[config.mk]
export PLATFORM = sky130hd
export DESIGN_NAME = mem_access_unit
export DESIGN_NICKNAME = d
export VERILOG_FILES = /design/src/rtl/mem_access_unit_pkg.sv /design/src/rtl/mem_access_unit_lsu_align.sv /design/src/rtl/mem_access_unit.sv
export SDC_FILE = /design/constraint.sdc
export NUM_CORES = 1
export LEC_CHECK = 0
export ABC_CLOCK_PERIOD_IN_PS = 3150
export CAP_MARGIN = 20
export CORE_ASPECT_RATIO = 2
export CORE_UTILIZATION = 41
export DETAILED_ROUTE_END_ITERATION = 7
export MAX_ROUTING_LAYER = met4
export PLACE_DENSITY_LB_ADDON = 0.2
export SETUP_SLACK_MARGIN = 0.15
export SLEW_MARGIN = 30
export SYNTH_ARGS = -nofsm -noshare
export SYNTH_HDL_FRONTEND = slang
export SYNTH_HIERARCHICAL = 1
export SYNTH_SLANG_ARGS = --single-unit
[constraint.sdc]
create_clock -name clk -period 3.15 [get_ports clk]
set_input_delay 0.315 -clock clk [delete_from_list [all_inputs] [get_ports clk]]
set_output_delay 0.315 -clock clk [all_outputs]
set_load 0.01 [all_outputs]
[src/rtl/mem_access_unit_pkg.sv]
// Shared definitions for the MEM-stage load/store unit: DM op codes, error codes, FSM states.
package mem_access_unit_pkg;

  localparam logic [2:0] DM_w  = 3'd1;
  localparam logic [2:0] DM_h  = 3'd2;
  localparam logic [2:0] DM_hu = 3'd3;
  localparam logic [2:0] DM_b  = 3'd4;
  localparam logic [2:0] DM_bu = 3'd5;

  localparam logic [1:0] LSU_ERR_OK       = 2'b00;
  localparam logic [1:0] LSU_ERR_MISALIGN = 2'b01;
  localparam logic [1:0] LSU_ERR_TIMEOUT  = 2'b10;
  localparam logic [1:0] LSU_ERR_ILLEGAL  = 2'b11;

  typedef enum logic [1:0] {
    ST_IDLE = 2'd0,
    ST_REQ  = 2'd1,
    ST_RESP = 2'd2
  } lsu_state_e;

  typedef struct packed {
    logic        we;
    logic [2:0]  op;
    logic [31:0] addr;
    logic [31:0] wdata;
    logic [31:0] pc;
  } lsu_req_t;

endpackage

[src/rtl/mem_access_unit_lsu_align.sv]
// Combinational byte-lane logic: enables, store replication, load extraction/extension, error flags.
module lsu_align
  import mem_access_unit_pkg::*;
(
  input  logic        we_i,
  input  logic [2:0]  op_i,
  input  logic [1:0]  addr_lo_i,
  input  logic [31:0] wdata_i,
  input  logic [31:0] rdata_i,
  output logic [3:0]  be_o,
  output logic [31:0] wdata_o,
  output logic [31:0] rdata_o,
  output logic        misalign_o,
  output logic        illegal_o
);

  logic [15:0] hw;
  logic [7:0]  by;

  assign hw = addr_lo_i[1] ? rdata_i[31:16] : rdata_i[15:0];
  assign by = rdata_i[{addr_lo_i, 3'b000} +: 8];

  // Decode op into lane enables, replicated store data and extended load data
  always_comb begin
    be_o       = 4'b0000;
    wdata_o    = 32'h0;
    rdata_o    = 32'h0;
    misalign_o = 1'b0;
    illegal_o  = 1'b0;
    case (op_i)
      DM_w: begin
        be_o       = 4'b1111;
        wdata_o    = wdata_i;
        rdata_o    = rdata_i;
        misalign_o = |addr_lo_i;
      end
      DM_h, DM_hu: begin
        be_o       = addr_lo_i[1] ? 4'b1100 : 4'b0011;
        wdata_o    = {2{wdata_i[15:0]}};
        rdata_o    = (op_i == DM_h) ? {{16{hw[15]}}, hw} : {16'h0, hw};
        misalign_o = addr_lo_i[0];
        illegal_o  = we_i && (op_i == DM_hu);
      end
      DM_b, DM_bu: begin
        be_o      = 4'b0001 << addr_lo_i;
        wdata_o   = {4{wdata_i[7:0]}};
        rdata_o   = (op_i == DM_b) ? {{24{by[7]}}, by} : {24'h0, by};
        illegal_o = we_i && (op_i == DM_bu);
      end
      default: illegal_o = 1'b1;
    endcase
  end

endmodule

[src/rtl/mem_access_unit.sv]
// MEM-stage load/store initiator: accepts one request, runs a req/ack memory transaction, returns data/err.
module mem_access_unit
  import mem_access_unit_pkg::*;
#(
  parameter int TIMEOUT = 255
) (
  input  logic        clk,
  input  logic        reset,
  input  logic        req_valid,
  output logic        req_ready,
  input  logic        req_we,
  input  logic [2:0]  req_op,
  input  logic [31:0] req_addr,
  input  logic [31:0] req_wdata,
  input  logic [31:0] req_pc,
  output logic        resp_valid,
  output logic [31:0] resp_rdata,
  output logic [1:0]  resp_err,
  output logic [31:0] resp_pc,
  output logic        mem_req,
  input  logic        mem_ack,
  output logic        mem_we,
  output logic [31:0] mem_addr,
  output logic [3:0]  mem_be,
  output logic [31:0] mem_wdata,
  input  logic [31:0] mem_rdata
);

  lsu_state_e  state_q, state_d;
  lsu_req_t    req_q;
  logic [15:0] cnt_q, cnt_d;
  logic [31:0] resp_rdata_q, resp_pc_q;
  logic [1:0]  resp_err_q;

  logic        idle, sel_we;
  logic [2:0]  sel_op;
  logic [1:0]  sel_alo;
  logic [31:0] sel_wdata;
  logic [3:0]  be;
  logic [31:0] wd, ld;
  logic        misalign, illegal;
  logic        accept, bad_req, ack_hit, timeout_hit;

  // In IDLE the lane logic checks the incoming request; afterwards it works on the latched copy
  assign idle      = (state_q == ST_IDLE);
  assign sel_we    = idle ? req_we        : req_q.we;
  assign sel_op    = idle ? req_op        : req_q.op;
  assign sel_alo   = idle ? req_addr[1:0] : req_q.addr[1:0];
  assign sel_wdata = idle ? req_wdata     : req_q.wdata;

  lsu_align u_align (
    .we_i       (sel_we),
    .op_i       (sel_op),
    .addr_lo_i  (sel_alo),
    .wdata_i    (sel_wdata),
    .rdata_i    (mem_rdata),
    .be_o       (be),
    .wdata_o    (wd),
    .rdata_o    (ld),
    .misalign_o (misalign),
    .illegal_o  (illegal)
  );

  assign accept      = idle && req_valid;
  assign bad_req     = misalign || illegal;
  assign ack_hit     = (state_q == ST_REQ) && mem_ack;
  // Fires in the cycle the counter would reach TIMEOUT; an ack in the same cycle takes priority
  assign timeout_hit = (state_q == ST_REQ) && !mem_ack &&
                       (({1'b0, cnt_q} + 17'd1) == 17'(TIMEOUT));

  // State register
  always_ff @(posedge clk) begin
    if (reset) state_q <= ST_IDLE;
    else       state_q <= state_d;
  end

  // Next-state logic
  always_comb begin
    state_d = state_q;
    case (state_q)
      ST_IDLE: if (req_valid) state_d = bad_req ? ST_RESP : ST_REQ;
      ST_REQ:  if (ack_hit || timeout_hit) state_d = ST_RESP;
      ST_RESP: state_d = ST_IDLE;
      default: state_d = ST_IDLE;
    endcase
  end

  // Outputs decoded from state; memory lanes only driven while a request is outstanding
  always_comb begin
    req_ready  = idle;
    mem_req    = (state_q == ST_REQ);
    resp_valid = (state_q == ST_RESP);
    mem_we     = mem_req && req_q.we;
    mem_be     = mem_req ? be : 4'b0000;
    mem_wdata  = mem_req ? wd : 32'h0;
  end

  assign mem_addr   = {req_q.addr[31:2], 2'b00};
  assign resp_rdata = resp_rdata_q;
  assign resp_err   = resp_err_q;
  assign resp_pc    = resp_pc_q;

  // Timeout counter: held at zero outside REQ, counts unacknowledged REQ cycles
  always_comb begin
    cnt_d = cnt_q;
    if (state_q != ST_REQ) cnt_d = 16'h0;
    else if (!mem_ack)     cnt_d = cnt_q + 16'd1;
  end

  // Request latch, counter and response registers; illegal op outranks misalignment
  always_ff @(posedge clk) begin
    if (reset) begin
      req_q        <= '0;
      cnt_q        <= 16'h0;
      resp_rdata_q <= 32'h0;
      resp_err_q   <= LSU_ERR_OK;
      resp_pc_q    <= 32'h0;
    end else begin
      cnt_q <= cnt_d;
      if (accept) begin
        req_q <= '{we: req_we, op: req_op, addr: req_addr, wdata: req_wdata, pc: req_pc};
        if (bad_req) begin
          resp_err_q   <= illegal ? LSU_ERR_ILLEGAL : LSU_ERR_MISALIGN;
          resp_rdata_q <= 32'h0;
          resp_pc_q    <= req_pc;
        end
      end else if (ack_hit) begin
        resp_err_q   <= LSU_ERR_OK;
        resp_rdata_q <= req_q.we ? 32'h0 : ld;
        resp_pc_q    <= req_q.pc;
      end else if (timeout_hit) begin
        resp_err_q   <= LSU_ERR_TIMEOUT;
        resp_rdata_q <= 32'h0;
        resp_pc_q    <= req_q.pc;
      end
    end
  end

endmodule
# ---- After elaboration in Yosys (flattened, before gate mapping)
# Index checks and enable logic that the tools add are counted.
dict set report classes {
  n_addsub 2
  n_eq_ne 12
  shift 2
  muxes 33
  reduce_logical 18
}
# operator n
set op_table {}
lappend op_table {{two-way mux 32 bit} 13}
lappend op_table {{one-hot mux 32 bit (3 select lines)} 2}
lappend op_table {{indexed part select 32 x 6 -> 8 bit} 1}
lappend op_table {{two-way mux 2 bit} 9}
lappend op_table {{adder 16 x 1 -> 17 bit, second input constant} 1}
lappend op_table {{== test 17 x 8 -> 1 bit, second input constant} 1}
lappend op_table {{adder 16 x 1 -> 16 bit, second input constant} 1}
lappend op_table {{two-way mux 16 bit} 1}
lappend op_table {{one-hot mux 4 bit (3 select lines)} 1}
lappend op_table {{two-way mux 4 bit} 2}
lappend op_table {{OR reduction 2 bit} 4}
lappend op_table {{logical AND 1 bit} 7}
lappend op_table {{== test 3 x 2 -> 1 bit, second input constant} 2}
lappend op_table {{== test 3 bit, second input constant} 2}
lappend op_table {{!= test 2 x 1 -> 1 bit, second input constant} 3}
lappend op_table {{one-hot mux 2 bit (2 select lines)} 1}
lappend op_table {{AND reduction 2 bit} 2}
lappend op_table {{<< shifter 1 x 2 -> 4 bit, first input constant} 1}
lappend op_table {{== test 3 x 1 -> 1 bit, second input constant} 1}
lappend op_table {{two-way mux 3 bit} 1}
lappend op_table {{one-hot mux 1 bit (3 select lines)} 1}
lappend op_table {{nonzero test 3 bit} 1}
lappend op_table {{== test 2 x 1 -> 1 bit, second input constant} 1}
lappend op_table {{== test 2 bit, second input constant} 1}
lappend op_table {{other kinds (6)} 7}
dict set report totals {
  ff_bits 184
  input_bits 136
  output_inout_bits 138
  elab_cells 77
}

# ---- Longest topological paths before layout
dict set report logic_depth {
  ltp_word 9
  ltp_mapped 15
  mapped_depth_nobuf 12
}

# ---- Cells and area by module
# Netlist, hierarchy kept.
# module n_inst cells_per_inst area_each_um2 seq_area_each_um2
set modules_own_cells {}
lappend modules_own_cells {mem_access_unit 1 871 7776.2 3683.5}
lappend modules_own_cells {lsu_align 1 213 1192.4 0.0}

# ---- Worst setup path after synthesis
# OpenSTA, ideal clock, no wires.
dict set report synth_timing {
  path_type {register -> register}
  startpoint {register state_q[1]}
  endpoint {register resp_pc_q[28] (netlist: resp_pc[28])}
  setup_time_ps 123
  t_arrival_ps 3260
  required_time_ps 3027
  path_slack_ps -233
  stages_incl_launch_ff 16
  n_path_buf 3
  period_less_slack_ps 3383
  path_cell_list {dfxtp_1 > nor2_1 > clkbuf_1 > mux2_2 > inv_1 > ha_1 > clkbuf_1 > nand2_1 > o22ai_1 > nand3_1 > nand2_1 > nor2_1 > o21ai_0 > a21o_4 > buf_8 > mux2_1}
}
dict set report synth_via {
  elab_chain_cells 8
  elab_cells_between_ends 27
  classes_between {eq/ne (7); mux (7); reduce/logical (13)}
}
# item line
set synth_rtl {}
lappend synth_rtl {{from (decl)} mem_access_unit.sv:29} ;# lsu_state_e state_q, state_d;
lappend synth_rtl {{from (signal assigned)} mem_access_unit.sv:74} ;# else state_q <= state_d;
lappend synth_rtl {{zero test 2 bit *} mem_access_unit.sv:45} ;# assign idle = (state_q == ST_IDLE);
lappend synth_rtl {{two-way mux 3 bit *} mem_access_unit.sv:47} ;# assign sel_op = idle ? req_op : req_q.op;
lappend synth_rtl {{net sel_op[1]} mem_access_unit.sv:36} ;# logic [2:0] sel_op;
lappend synth_rtl {{== test 3 bit (tied with other cells)} {mem_access_unit_lsu_align.sv:30, mem_access_unit_lsu_align.sv:48}}
lappend synth_rtl {{OR reduction 2 bit (tied with other cells)} mem_access_unit_lsu_align.sv:30} ;# case (op_i)
lappend synth_rtl {{one-hot mux 1 bit (3 select lines) *} mem_access_unit_lsu_align.sv:30}
lappend synth_rtl {{net illegal} mem_access_unit.sv:41} ;# logic misalign, illegal;
lappend synth_rtl {{logical OR 1 bit *} mem_access_unit.sv:65} ;# assign bad_req = misalign || illegal;
lappend synth_rtl {{!= test 2 x 1 -> 1 bit (no source line) *} --}
lappend synth_rtl {{AND reduction 2 bit (no source line) *} --}
lappend synth_rtl {{to (signal assigned)} mem_access_unit.sv:125} ;# resp_pc_q <= req_pc;
lappend synth_rtl {{to (signal assigned)} mem_access_unit.sv:130} ;# resp_pc_q <= req_q.pc;
lappend synth_rtl {{to (signal assigned)} mem_access_unit.sv:134} ;# resp_pc_q <= req_q.pc;
lappend synth_rtl {{to (decl)} mem_access_unit.sv:32} ;# logic [31:0] resp_rdata_q, resp_pc_q;
# Mark *: on every way through the listed nets, which the timed path passes. The rest lies on a longest branch.
# A chain may end at the register's enable or synchronous reset.

# ---- Final worst setup path
dict set report layout_timing {
  startpoint {register state_q[1]}
  endpoint {output mem_wdata[14]}
}
dict set report layout_via {
  elab_chain_cells 6
  elab_cells_between_ends 13
  classes_between {eq/ne (6); mux (4); reduce/logical (3)}
}
# item line
set layout_rtl {}
lappend layout_rtl {{zero test 2 bit *} mem_access_unit.sv:45}
lappend layout_rtl {{two-way mux 3 bit *} mem_access_unit.sv:47}
lappend layout_rtl {{net sel_op[2]} mem_access_unit.sv:36}
lappend layout_rtl {{== test 3 bit or == test 3 x 2 -> 1 bit (tied branches)} mem_access_unit_lsu_align.sv:30}
lappend layout_rtl {{OR reduction 2 bit} mem_access_unit_lsu_align.sv:30}
lappend layout_rtl {{one-hot mux 32 bit (3 select lines) *} mem_access_unit_lsu_align.sv:30}
lappend layout_rtl {{net wd[14]} mem_access_unit.sv:40} ;# logic [31:0] wd, ld;
lappend layout_rtl {{two-way mux 32 bit *} mem_access_unit.sv:95} ;# mem_wdata = mem_req ? wd : 32'h0;
lappend layout_rtl {{to (decl)} mem_access_unit.sv:25} ;# output logic [31:0] mem_wdata,
# Marked as above.

==> impl_metrics.ini <==
[timing]
finalHoldViolations = 0
setup_violations = 0
tightest_slew_ps = 901.9
relSlewSlack_pct = 39.87
min_period_ps = 3053
finClkSkew_ps = 10.42
min_period_over_period_pct = 96.93
slew_violations = 0
rsz0062_at_grt = yes
fin_setup_tns_ps = 0
fmaxAchievable_ghz = 0.3275
setup_ws_ps = 96.59

[global_route]
grt-ovfl-total = 0
grt_pass1_vias = 7924
grt_max_degree = 90
track_usage_pct = 23.77
antenna_found_initial = 2
grt_pass1_wl_mm = 40.66

[synth]
synth.avg_cell_area_um2 = 8.274
syn_area_um2 = 8969
synth_seq_area_share_pct = 41.07
ys_warn_count = 6
yosysTopAreaCell = dfxtp_1
synth_edf_count = 0
synthFlopType = dfxtp_1
yosys.cell_types.count = 61
synth_seq_cells = 184
async_flop_share_pct = 0
synth_top_cells_by_area = dfxtp_1 (41%), nand2_1 (10%), a21oi_1 (8.1%)
synth_top_cell_area_share_pct = 41.07
postSynthCellCount = 1084

[routing]
drt-total-wl_mm = 26.58
vias = 8306
drt_pass1_iterations = 7
viasPerCell = 5.130
route.detailed.wl_per_inst_um = 16.42
drt_iter0_drc = 416
drtAntennaViolNets = 0
drc_errors = 0

[pwr]
power_mw = 10.65
ir_worst_vdd_uv = 502.9
p_leak_nw = 5.240
powerDensity_nw_per_um2 = 831.5

[setup_path]
crit_required_ps = 2830
worstSetupEndpointType = primary output
r2r_start = state_q[1]$_SDFFE_PP0P_
crit_type = reg -> out
cp-start-kind = flip-flop
arrival_ps = 2740
path_max_fanout = 6
critPathLaunch = state_q[1]$_SDFFE_PP0P_

[placement]
place_inst = 1555
dp_slack_ps = 106.5
dp_hpwl_mm = 18.16
gp_congestion = 0.8877
port_buffers = 271

[worst_hold_path]
hp-start = req_addr[30]
hp-class = in -> reg

[cells_and_area]
stdcell_count = 1619
final_common_cell = nand2_1
finish.utilization_pct = 59.62
mostFrequentLayoutCells = nand2_1 (245), clkdlybuf4s50_1 (234), dfxtp_1 (182)
num-nets-final = 1472
drive_above_1_share_pct = 14.58
area_growth_pct = 42.86

[clocking]
numCtsBuffers = 17
cts_max_path_buffers = 2
cts_root_buf = clkbuf_16
numClockSinks = 184
h-tree-depth = 4
cts_tree = yes
clk_pin_slew_ps = 70
clk-insertion-delay-late_ps = 440

[die]
die_y_um = 211.2
die_w_um = 106.6
core_area_um2 = 21490
die_area_um2 = 22510
start_util_pct = 41.73
row_count = 76
io_pins = 274

[run_status]
outcome = finished, final reports clean

[job]
drv_cap = 0
==> power breakdown <==
| group | internal (mW) | leakage, nW | switching (mW) | total, mW |
|---|---|---|---|---|
| combinational | 2.77 | 3.47 | 2.86 | 5.63 |
| sequential | 2.74 | 1.50 | 0.193 | 2.94 |
| clock | 1.07 | 0.269 | 1.02 | 2.09 |
| total | 6.58 | 5.24 | 4.07 | 10.7 |
==> synth_stat cells, drive strengths merged, types with 2 or more instances <==
cell type	number
mux2i	8
nor3	5
a22oi	8
inv	14
nand4b	2
nor2b	46
dfxtp	184
a21oi	145
o21a	2
or2	3
nand3	8
mux2	71
a2111oi	3
nand2b	5
clkbuf	49
nor2	62
xor2	14
nand4	6
ha	5
xnor2	8
and2	47
and4	3
o2bb2ai	7
buf	59
and3	3
nand2	246
o21ai	8
a22o	41
nor3b	3
a21o	2
==> layer usage <==
layer	GRT usage [%]	share of wire (%)	vias to the layer above
met5	-	0	-
met4	11.95	3.6	0
met3	4.258	4.8	65
met2	41.76	53	281
met1	25.19	38	3857
li1	-	-	4103
==> state kept, by name, indices dropped and copies added, names as in the netlist <==
register and count:
req_q 70, resp_pc 32, resp_rdata 32, mem_addr 30, cnt_q 16, resp_err 2
state_q 2
==> final timing paths <==
path              cells after the start                           to  slack (ps)
setup / recovery                     13                mem_wdata[14]         100
hold / removal                        3    mem_addr[30]$_SDFFE_PP0P_         420
setup reg to reg                     15  resp_rdata[26]$_SDFFE_PP0P_         250
hold reg to reg                       2       req_q[36]$_SDFFE_PP0P_         450
==> what timing repair did <==
action	4_1_cts	5_1_grt
setup buffers	5	22
hold buffers	0	0
hold endpoints to repair	0	0
endpoints found under the setup margin	36	68
pin swaps	3	9
gates cloned	1	2
resized for setup	49	70
==> logic make-up (layout without fill, tap and decap cells) <==
logic type | count (synthesis) | count (layout) | share of synthesized area, %
buffers and inverters | 122 | 381 | 7.017
XOR/XNOR | 22 | 22 | 2.148
AO/OA/AOI/OAI | 225 | 225 | 15.96
flip-flops | 184 | 184 | 41.07
AND/OR/NAND/NOR | 445 | 445 | 23.01
multiplexers | 80 | 80 | 10.06
adder cells (fa/ha/maj) | 5 | 5 | 0.6975
other | 1 | 4 | 0.04181
==> layout make-up <==
class	count	area, um^2
diodes	2	5.005
clock buffers	18	439.2
clock inverters	14	130.1
inverters	14	55.05
repair buffers	335	3342
flip-flops and latches	184	3689
well taps	273	341.6
fillers	1960	8678
multi-input cells	779	4811
==> critical path, cell delays in order, from the launching register on <==
cell            delay [ps]
dfxtp_4                350
nor2_4                 170
mux2_4                 360
buf_6                  130
ha_4                   170
buf_4                  140
clkbuf_16              150
buf_4                  130
a22oi_2                160
nor2_1                  60
nor2_1                 120
nor2_1                  60
and2_1                 130
dlymetal6s2s_1         160
==> metrics by stage <==
step | hold WS, ps | cell area, um^2
2_1_floorplan | 433.8 | 8981
3_3_place_gp | 438.8 | 11840
3_5_place_dp | 446.9 | 11840
4_1_cts | 399.8 | 12530
5_1_grt | 427.5 | 12810
6_report | 421.7 | 12810
Power figures use the tool's default switching activity.
